<file path="config.mk">
export PLATFORM = sky130hd
export DESIGN_NAME = memory_arbiter_ctrl
export DESIGN_NICKNAME = d
export VERILOG_FILES = /design/src/rtl/cpu_types_pkg.sv /design/src/rtl/mem_grant_lock.sv /design/src/rtl/memory_arbiter_ctrl.sv
export SDC_FILE = /design/constraint.sdc
export NUM_CORES = 1
export LEC_CHECK = 0
export BUFFER_PORTS_ARGS = -buffer_cell sky130_fd_sc_hd__buf_4
export CAP_MARGIN = 20
export CORE_AREA = 4 4 102 104
export CTS_CLUSTER_SIZE = 28
export DETAILED_ROUTE_END_ITERATION = 8
export DIE_AREA = 0 0 106 108
export PLACE_DENSITY = 0.61
export RECOVER_POWER = 25
export SLEW_MARGIN = 25
export SYNTH_ARGS = -nofsm -noshare
export SYNTH_HDL_FRONTEND = slang
export SYNTH_SLANG_ARGS = --single-unit
</file>
<file path="constraint.sdc">
create_clock -name CLK -period 3.62 [get_ports CLK]
set_input_delay 0.905 -clock CLK [delete_from_list [all_inputs] [get_ports CLK]]
set_output_delay 0.905 -clock CLK [all_outputs]
set_load 0.05 [all_outputs]
</file>
<file path="src/rtl/cpu_types_pkg.sv">
// cpu_types_pkg
//   Shared types for the memory arbiter slice: the RAM word, the RAM handshake
//   state, the effective bus owner and the grant-lock register encoding.
package cpu_types_pkg;

  localparam int WORD_BITS = 32;

  typedef logic [WORD_BITS-1:0] word_t;

  typedef enum logic [1:0] {
    FREE   = 2'd0,
    BUSY   = 2'd1,
    ACCESS = 2'd2,
    ERROR  = 2'd3
  } ramstate_t;

  typedef enum logic [1:0] {
    NONE  = 2'd0,
    DATA  = 2'd1,
    INSTR = 2'd2
  } owner_t;

  // Grant lock: either nothing is held, or the RAM is held for one requester.
  typedef enum logic [1:0] {
    LK_IDLE  = 2'd0,
    LK_DATA  = 2'd1,
    LK_INSTR = 2'd2
  } lock_t;

endpackage

</file>
<file path="src/rtl/mem_grant_lock.sv">
// mem_grant_lock
//   Holds the grant lock and resolves the effective RAM owner.
//   Ports:
//     CLK       system clock, rising edge
//     nRST      synchronous reset, active high
//     dreq      data port requesting (read or write)
//     iREN      instruction port requesting
//     ramstate  RAM handshake state
//     owner     effective owner this cycle (combinational)
//
//   state    | meaning
//   ---------+-----------------------------------------------------------
//   LK_IDLE  | no access in flight; data beats instruction, else none
//   LK_DATA  | RAM went BUSY on a data access; hold data until it ends
//   LK_INSTR | RAM went BUSY on a fetch; hold fetch even if data arrives
module mem_grant_lock
  import cpu_types_pkg::*;
(
  input  logic      CLK,
  input  logic      nRST,
  input  logic      dreq,
  input  logic      iREN,
  input  ramstate_t ramstate,
  output owner_t    owner
);

  lock_t lock_q;
  lock_t lock_d;

  always_ff @(posedge CLK) begin
    if (nRST) lock_q <= LK_IDLE;
    else      lock_q <= lock_d;
  end

  always_comb begin
    owner  = NONE;
    lock_d = lock_q;

    case (lock_q)
      LK_DATA:  owner = DATA;
      LK_INSTR: owner = INSTR;
      default: begin
        if (dreq)      owner = DATA;
        else if (iREN) owner = INSTR;
      end
    endcase

    // Release conditions take precedence so an ended or abandoned access
    // never re-locks on the same edge.
    if (ramstate == ACCESS || ramstate == ERROR) begin
      lock_d = LK_IDLE;
    end else if ((lock_q == LK_DATA && !dreq) || (lock_q == LK_INSTR && !iREN)) begin
      lock_d = LK_IDLE;
    end else if (ramstate == BUSY && owner == DATA) begin
      lock_d = LK_DATA;
    end else if (ramstate == BUSY && owner == INSTR) begin
      lock_d = LK_INSTR;
    end
  end

endmodule

</file>
<file path="src/rtl/memory_arbiter_ctrl.sv">
// memory_arbiter_ctrl
//   Arbitrates one single-port RAM between the instruction-fetch and data
//   ports. Data has priority; a grant lock keeps the RAM address stable once
//   the RAM reports BUSY. Requests reach the RAM in the same cycle.
//   Ports:
//     CLK, nRST                 clock and synchronous active-high reset
//     iREN, iaddr               instruction read request/address
//     dREN, dWEN, daddr, dstore data read/write request, address, write data
//     iwait, dwait              stall per port until its ACCESS cycle
//     iload, dload              read data (straight from ramload)
//     ramstate, ramload         RAM handshake state and read data
//     ramaddr, ramREN, ramWEN, ramstore   RAM command
//   Optional build macro MEMCTRL_STATS_EN adds dcount/icount completed-access
//   counters (32-bit, wrapping, cleared by reset).
module memory_arbiter_ctrl
  import cpu_types_pkg::*;
#(
  parameter int WORD_W = 32
) (
  input  logic              CLK,
  input  logic              nRST,
  input  logic              iREN,
  input  logic              dREN,
  input  logic              dWEN,
  input  logic [WORD_W-1:0] iaddr,
  input  logic [WORD_W-1:0] daddr,
  input  logic [WORD_W-1:0] dstore,
  output logic              iwait,
  output logic              dwait,
  output logic [WORD_W-1:0] iload,
  output logic [WORD_W-1:0] dload,
  input  ramstate_t         ramstate,
  input  logic [WORD_W-1:0] ramload,
  output logic [WORD_W-1:0] ramaddr,
  output logic              ramREN,
  output logic              ramWEN,
  output logic [WORD_W-1:0] ramstore
`ifdef MEMCTRL_STATS_EN
  ,
  output logic [31:0]       dcount,
  output logic [31:0]       icount
`endif
);

  logic   dreq;
  owner_t owner;

  assign dreq = dREN | dWEN;

  mem_grant_lock u_lock (
    .CLK      (CLK),
    .nRST     (nRST),
    .dreq     (dreq),
    .iREN     (iREN),
    .ramstate (ramstate),
    .owner    (owner)
  );

  always_comb begin
    ramaddr = '0;
    ramREN  = 1'b0;
    ramWEN  = 1'b0;
    case (owner)
      DATA: begin
        ramaddr = daddr;
        ramWEN  = dWEN;
        ramREN  = dREN & ~dWEN;   // write wins when both are raised
      end
      INSTR: begin
        ramaddr = iaddr;
        ramREN  = 1'b1;
      end
      default: ;
    endcase
  end

  assign ramstore = dstore;
  assign iload    = ramload;
  assign dload    = ramload;

  assign dwait = dreq & ~((owner == DATA)  && (ramstate == ACCESS));
  assign iwait = iREN & ~((owner == INSTR) && (ramstate == ACCESS));

`ifdef MEMCTRL_STATS_EN
  always_ff @(posedge CLK) begin
    if (nRST) begin
      dcount <= '0;
      icount <= '0;
    end else if (ramstate == ACCESS) begin
      if (owner == DATA)  dcount <= dcount + 32'd1;
      if (owner == INSTR) icount <= icount + 32'd1;
    end
  end
`endif

endmodule

</file>
==> results of run 1 <==
## power by group
group	leakage, nW	total, W	internal (W)	switching [W]
Clock	0.0216	0.0000861	0.0000702	0.0000159
Combinational	0.824	0.000358	0.000131	0.000227
Sequential	0.0162	0.0000229	0.0000226	0.000000265
## tightest hold or removal path: stages (launching register included)
cell and delay, ns:
sky130_fd_sc_hd__dfxtp_1 0.31, sky130_fd_sc_hd__nand2_1 0.06, sky130_fd_sc_hd__a21oi_1 0.05
## cells by family after synthesis
group,count (synthesis),synth area share [%]
AOI/OAI and AO/OA,40,21.6
DFF,2,2.92
and+or+nand+nor,44,13.6
buffers and inverters,112,57.4
adders and majority gates,5,4.57
## metrics by stage
| stage | setup slack (ns) | utilization [%] | total power [W] |
|---|---|---|---|
| 6_report | 0.325 | 17.3 | 0.000467 |
| 5_1_grt | 0.0772 | 17.3 | 0.000496 |
| 4_1_cts | 0.317 | 17.3 | 0.000472 |
| 3_5_place_dp | 0.322 | 16.9 | 0.000383 |
| 3_3_place_gp | 0.359 | 16.9 | 0.000379 |
| 2_1_floorplan | 0.0993 | - | 0.000525 |
## final cells by class
class                           count  area [sq um]
Inverter                            5          18.8
Multi-Input combinational cell     89           544
Tap cell                          133           166
Clock buffer                        3          41.3
Timing Repair Buffer              112           841
Fill cell                        1121          7900
Sequential cell                     2          40.0
## layout by cell type, fill, tap and decap left out, drive strengths merged
cell type  synthesis  routed
buf              100     112
nor2              35      35
a22oi             32      32
inv                5       5
ha                 5       5
clkbuf             7       3
nor2b              2       2
a21oi              2       2
nand3b             2       2
nand2              2       2
dfxtp              2       2
a21o               1       1
nand3              1       1
o21a               1       1
o21ai              1       1
a31oi              1       1
a21boi             1       1
and2               1       1
a2111o             1       1
and3b              1       1
## path summary, 6_finish.rpt
| path | startpoint | endpoint | depth (start not counted) |
|---|---|---|---|
| min | u_lock.lock_q[0]$_SDFFE_PP0P_ | u_lock.lock_q[0]$_SDFFE_PP0P_ | 2 |
| min reg2reg | u_lock.lock_q[0]$_SDFFE_PP0P_ | u_lock.lock_q[0]$_SDFFE_PP0P_ | 2 |
| max reg2reg | u_lock.lock_q[0]$_SDFFE_PP0P_ | u_lock.lock_q[1]$_SDFFE_PP0P_ | 9 |
| max | dWEN | ramaddr[10] | 9 |
## per-layer routing
metal | global-route usage (%) | vias to the layer above | share of wire (%)
met3 | 2.39 | 52 | 10
li1 | - | 597 | -
met5 | 0 | - | 0
met4 | 5.92 | 0 | 7.5
met1 | 7.69 | 578 | 35
met2 | 11.7 | 81 | 47
==> out/results.txt, run 1 <==
After detailed placement, the design holds a cell count of 341. In this run the biggest area consumer among cell types represents 52.6% of the synthesized area. The die extent in y was 108 um; the critical path data required time was 2.71 ns. The number of antenna violations at the first check in global routing is 0. Cell type group with the largest total delay on the critical path: buffers and inverters.

For the sum of routed wire length over all layers, the log shows 4630 um. For the largest net degree at the start of global routing, the log shows 22. By area the synthesized netlist is led by sky130_fd_sc_hd__buf_4, sky130_fd_sc_hd__a22oi_1, sky130_fd_sc_hd__nor2_1, sky130_fd_sc_hd__ha_1, sky130_fd_sc_hd__dfxtp_1. From synthesis to final layout, the design area changed by 20.5%. Critical setup path kind: in -> out. The tools report the max-slew violation count as 0.

The leakage power figure is 0.862 nW. The max-slew headroom at the worst pin is 82.2%, and the die outline width is 106 um. The largest register by flop count is u_lock.lock_q. The first TritonRoute pass finished after 4 iterations.

The final weighted congestion of routability-driven global placement was 0.711; the number of register bits inferred by synthesis was 2. The synthesized netlist occupies a cell area of 1370 sq um. For the violation count after the first detailed-route iteration, the log shows 37.

The flow ran to the end, and the final reports show no timing, DRC or antenna violations. Combined buffer and inverter count along the critical path: 3. For the total global routing track utilization, the log shows 7.22%. The routed design could run at a clock period as short as 3.30 ns. Ranked by instance count, the synthesized netlist is headed by sky130_fd_sc_hd__buf_4, sky130_fd_sc_hd__nor2_1, sky130_fd_sc_hd__a22oi_1.

The via count of the first global-routing pass was 1353; the count of input and output buffers was 106. After global routing the overflow that remains totals 0. The count of antenna-violating nets left after detailed routing was 0; the CTS sink count was 2. The average footprint of a synthesized cell is 6.75 sq um, and the total count of hold-check failures in the final report is 0. Deepest clock path buffer count: 2. The worst setup path is captured at an output pin.

0 antenna diodes ended up in the layout. At the end of the flow, the number of nets in the layout was 353. The register with the most flip-flops in the layout has 2 of them.

The logs give 1308 for the count of vias placed by the detailed router and 6650 um for the global-route wire length before repair. Of all nets on the critical path, the largest fanout is 17. For the worst-skew pair, the clock arrives at the later sink with an insertion delay of 0.21 ns. The floorplan has 36 rows. The hold buffer count at CTS is 0, and the internal reg-to-reg setup slack is 1.78 ns. The number of enable-type register cells in the synthesized netlist came out at 0. The post-synthesis cell count was 203; the instance area after placement was 1610 sq um. Detailed-route wire length per cell: 13.5 um. Summed over all nets, the half-perimeter wirelength after detailed placement is 3920 um.

The run gives 0 as the number of warnings printed during yosys synthesis. The timing-limited maximum frequency is 303 MHz. sky130_fd_sc_hd__buf_4 is the most common cell in the netlist. The clock-pin transition on the worst setup and hold timing paths came out at 0.03 ns. After detailed routing, the number of vias per cell comes to 3.80. Pin placement for this block handled 267 I/O pins.

After clock tree synthesis, the setup repair step added 0 buffers. The die covers 11400 sq um. On the worst path, the slowest cell contributes a delay of 0.23 ns. For the worst setup path, the data arrival time is 2.39 ns. The core region is 9550 sq um. The biggest area contributor in the post-synthesis netlist is sky130_fd_sc_hd__buf_4. The number of failing setup endpoints in the final timing report is 0, and the filler-free cell count of the finished design is 344. At the pin with the least slew margin, the transition time is 0.266 ns. STA classifies the critical path startpoint as an input port.

The maximum ir drop on the vdd rail came out at 0.180 mV. The post-CTS resize count is 0. The share of layout cells above drive strength 1 is 54.5%, and the distinct cell type count of the synthesized netlist is 21. The initial utilization of the core area, before any placement, comes to 14.3%. On the final layout, the worst hold slack is 0.469 ns. The power per unit of standard cell area was 283 nW/um^2. The largest clock skew in the final design is 0.000250 ns, and the post-route cell area is 1650 sq um. Of the available clock period, the critical path in the final layout requires 91.0%.

Setup repair after global routing left no endpoint under its margin. H-tree level count: 1. The most used flip-flop cell after synthesis is sky130_fd_sc_hd__dfxtp_1. Type of the most critical hold path: reg -> reg.

In the final layout, the registers with the most flip-flops are u_lock.lock_q: 2 flops. TritonCTS built the clock tree. The logs give 0 for the number of maximum-capacitance constraint violations and 3 for the total clock buffers created by CTS. Cell with the largest stage delay on the worst path: sky130_fd_sc_hd__nor2_1. Among the stages of the critical path, the cell type that occurs most often is sky130_fd_sc_hd__buf_4. Number of nets in the synthesized netlist: 343.

In the routed design, unresolved DRC markers number 0. The part of the Yosys area used for sequential elements came out at 2.92%. Walking the worst path, the cells encountered are buf_4 -> nor2_1 -> nand3_1 -> o21ai_0 -> ha_1 -> buf_4 -> a22oi_1 -> nor2_1 -> buf_4. The accumulated negative setup slack is 0 ns, and the share of flip-flops with an asynchronous set or reset is 0%. The tree is rooted in a sky130_fd_sc_hd__clkbuf_8.
(Power assumes the default switching activity.)
==> run 2, diff against run 1 <==
- CTS_BUF_LIST: not set -> sky130_fd_sc_hd__clkbuf_4 sky130_fd_sc_hd__clkbuf_8
- GPL_ROUTABILITY_DRIVEN: not set -> 0
- REMOVE_ABC_BUFFERS: not set -> 1
==> out/results.txt, run 2 (synthesis results as in run 1) <==
The flow ran to the end, and the final reports show no timing, DRC or antenna violations. The library cell used most frequently in the layout, excluding fill and tap cells, is sky130_fd_sc_hd__buf_4. The largest registers in the layout are u_lock.lock_q: 2 flops.

The H-tree level count is 1 (unchanged), and the die outline width is 106 um (unchanged). The total count of hold-check failures in the final report is 0 (unchanged). The biggest fanout along the worst timing path is 14 (-3), and the timing-limited maximum frequency is 296 MHz (-2.3%). The logs give 0 (unchanged) for the number of antenna violations at the first check in global routing and 36 (unchanged) for the number of core rows. CTS sink count: 2 (unchanged). The worst setup path is captured at an output pin. The die extent in y works out to 108 um (unchanged).

For the full die area, the log shows 11400 sq um (unchanged). Leaving out fill and tap cells, the most frequent cells in the layout are sky130_fd_sc_hd__buf_4, sky130_fd_sc_hd__nor2_1, sky130_fd_sc_hd__a22oi_1, sky130_fd_sc_hd__inv_1, sky130_fd_sc_hd__ha_1. The run gives 0 (unchanged) as the number of failing setup endpoints in the final timing report. The transition time at the pin with the least slew margin is 0.368 ns (+0.102 ns). The largest clock skew in the final design is 0.00559 ns (+0.00534 ns).

The global-route wire length before repair is 15400 um (+130%), and the share of layout cells above drive strength 1 is 55.0% (+0.47 points). Data arrival time of the worst path: 2.47 ns (+0.08 ns). The count of buffers added by post-CTS timing repair for setup was 0 (unchanged); the antenna diode instance count was 0 (unchanged).

Via count of the first global-routing pass: 1393 (+3.0%). The violation count after the first detailed-route iteration was 87 (+140%); the hold buffer count at CTS was 0 (unchanged). The count of input and output buffers was 106 (unchanged). The number of remaining DRC errors is 0 (unchanged). Setup repair after global routing left no endpoint under its margin.

The count of pins on the block boundary was 267 (unchanged); the total core area was 9550 sq um (unchanged). The via count normalized by instance count was 4.22 (+11%). The logs give 2 (unchanged) for the deepest clock path buffer count and 0 (unchanged) for the max-slew violation count. The post-CTS resize count came out at 0 (unchanged). The period utilization came out at 93.2% (+2.2 points). The maximum ir drop on the vdd rail came out at 0.135 mV (-25%). The number of nets in the layout was 353 (unchanged). The final worst setup slack is 0.246 ns (-0.0788 ns), and the number of maximum-capacitance constraint violations is 0 (unchanged).

The worst setup slack before clock tree synthesis came out at 0.116 ns (-0.206 ns). In this run the worst hold path is classified as reg -> reg. The clock-pin transition on the worst setup and hold timing paths is 0.03 ns (about the same).

The starting density of the core is 14.3% (unchanged), and the flip-flop count of the largest register, all copies and words added is 2 (unchanged). The total global routing track utilization is 21.1% (+14 points). For the sum of routed wire length over all layers, the log shows 12800 um (+180%). The critical setup path kind was in -> out.

For the total half-perimeter wirelength after legalization and detailed placement, the log shows 11900 um (+200%). Category of the worst setup path launch point: an input port. The shortest period the worst path allows was 3.37 ns (+0.0788 ns); the overall overflow remaining after global route was 0 (unchanged). Detailed-route wire length per cell: 37.3 um (+180%). The tree is rooted in a sky130_fd_sc_hd__clkbuf_8. Synthesis-to-layout area growth: 20.7%.

The count of antenna-violating nets left after detailed routing was 0 (unchanged). The register with the most flip-flops in the final layout is u_lock.lock_q. For the total clock buffers created by CTS, the log shows 3 (unchanged).

TritonCTS built the clock tree. The final worst hold slack was 0.469 ns (-0.0000950 ns). The tools report the leakage power figure as 0.861 nW (-0.15%).

The later-pin clock latency in the skew report came out at 0.22 ns (about the same). For the first-pass iteration count of the detailed router, the log shows 4 (unchanged). The logs give 1450 (+11%) for the count of vias placed by the detailed router and 34 (+55%) for the largest net degree at the start of global routing.

Final-layout fill cell count: 1091 (-2.7%). The max-slew headroom at the worst pin is 75.5% (-6.7 points), and the critical path data required time is 2.71 ns (about the same). The power per unit of standard cell area was 286 nW/um^2 (+1.2%).
==> run 2: cell counts in the layout (fill, tap and decap cells not counted) <==
No cell type changed its count.
==> run 2: metal layers <==
layer	GRT usage (%)	up-vias	share of wire [%]
met4	3.33	2	1.2
met1	13.1	591	21
met2	37.5	247	49
li1	-	596	-
met5	3.57	-	0.45
met3	26.9	14	28
==> run 2: layout make-up <==
cell class | instances | area, sq um | share of cell area [%]
clock buffer | 3 | 41.3 | 2.50
multi-input combinational | 89 | 547 | 33.1
timing repair buffer | 112 | 841 | 50.8
sequential | 2 | 40.0 | 2.42
inverter | 5 | 18.8 | 1.13
tap | 133 | 166 | 10.1
==> run 2: where the power goes <==
group | switching (W) | internal (W) | total [W]
Clock | 0.0000207 | 0.0000706 | 0.0000912
Combinational | 0.000229 | 0.000130 | 0.000359
Sequential | 0.000000271 | 0.0000226 | 0.0000229
Total | 0.000250 | 0.000223 | 0.000473
==> run 2: worst paths after layout <==
kind         slack, ns  cells after the start                           from                            end
min reg2reg       0.47                      2  u_lock.lock_q[0]$_SDFFE_PP0P_  u_lock.lock_q[0]$_SDFFE_PP0P_
max reg2reg       1.85                      8  u_lock.lock_q[0]$_SDFFE_PP0P_  u_lock.lock_q[1]$_SDFFE_PP0P_
min               0.47                      2  u_lock.lock_q[0]$_SDFFE_PP0P_  u_lock.lock_q[0]$_SDFFE_PP0P_
max               0.25                      9                           dWEN                     ramaddr[1]
==> run 2: critical path: stages <==
cell and delay (ns):
sky130_fd_sc_hd__buf_4 0.12, sky130_fd_sc_hd__nor2_1 0.23, sky130_fd_sc_hd__nand3_1 0.13, sky130_fd_sc_hd__o21ai_0 0.13, sky130_fd_sc_hd__ha_1 0.28, sky130_fd_sc_hd__buf_4 0.23
sky130_fd_sc_hd__a22oi_1 0.11, sky130_fd_sc_hd__nor2_1 0.11, sky130_fd_sc_hd__buf_4 0.21
==> run 2: metrics by stage <==
step / setup TNS, ns / instance area (sq um) / power (W) / utilization (%) / cells
final: 0 / 1650 / 0.000473 / 17.3 / 344
after detailed placement: 0 / 1610 / 0.000384 / 16.9 / 341
after global routing: 0 / 1650 / 0.000498 / 17.3 / 344
after CTS: 0 / 1650 / 0.000478 / 17.3 / 344
after floorplan: -4.55 / 603 / 0.000234 / - / 96
after global placement: 0 / 1610 / 0.000381 / 16.9 / 341
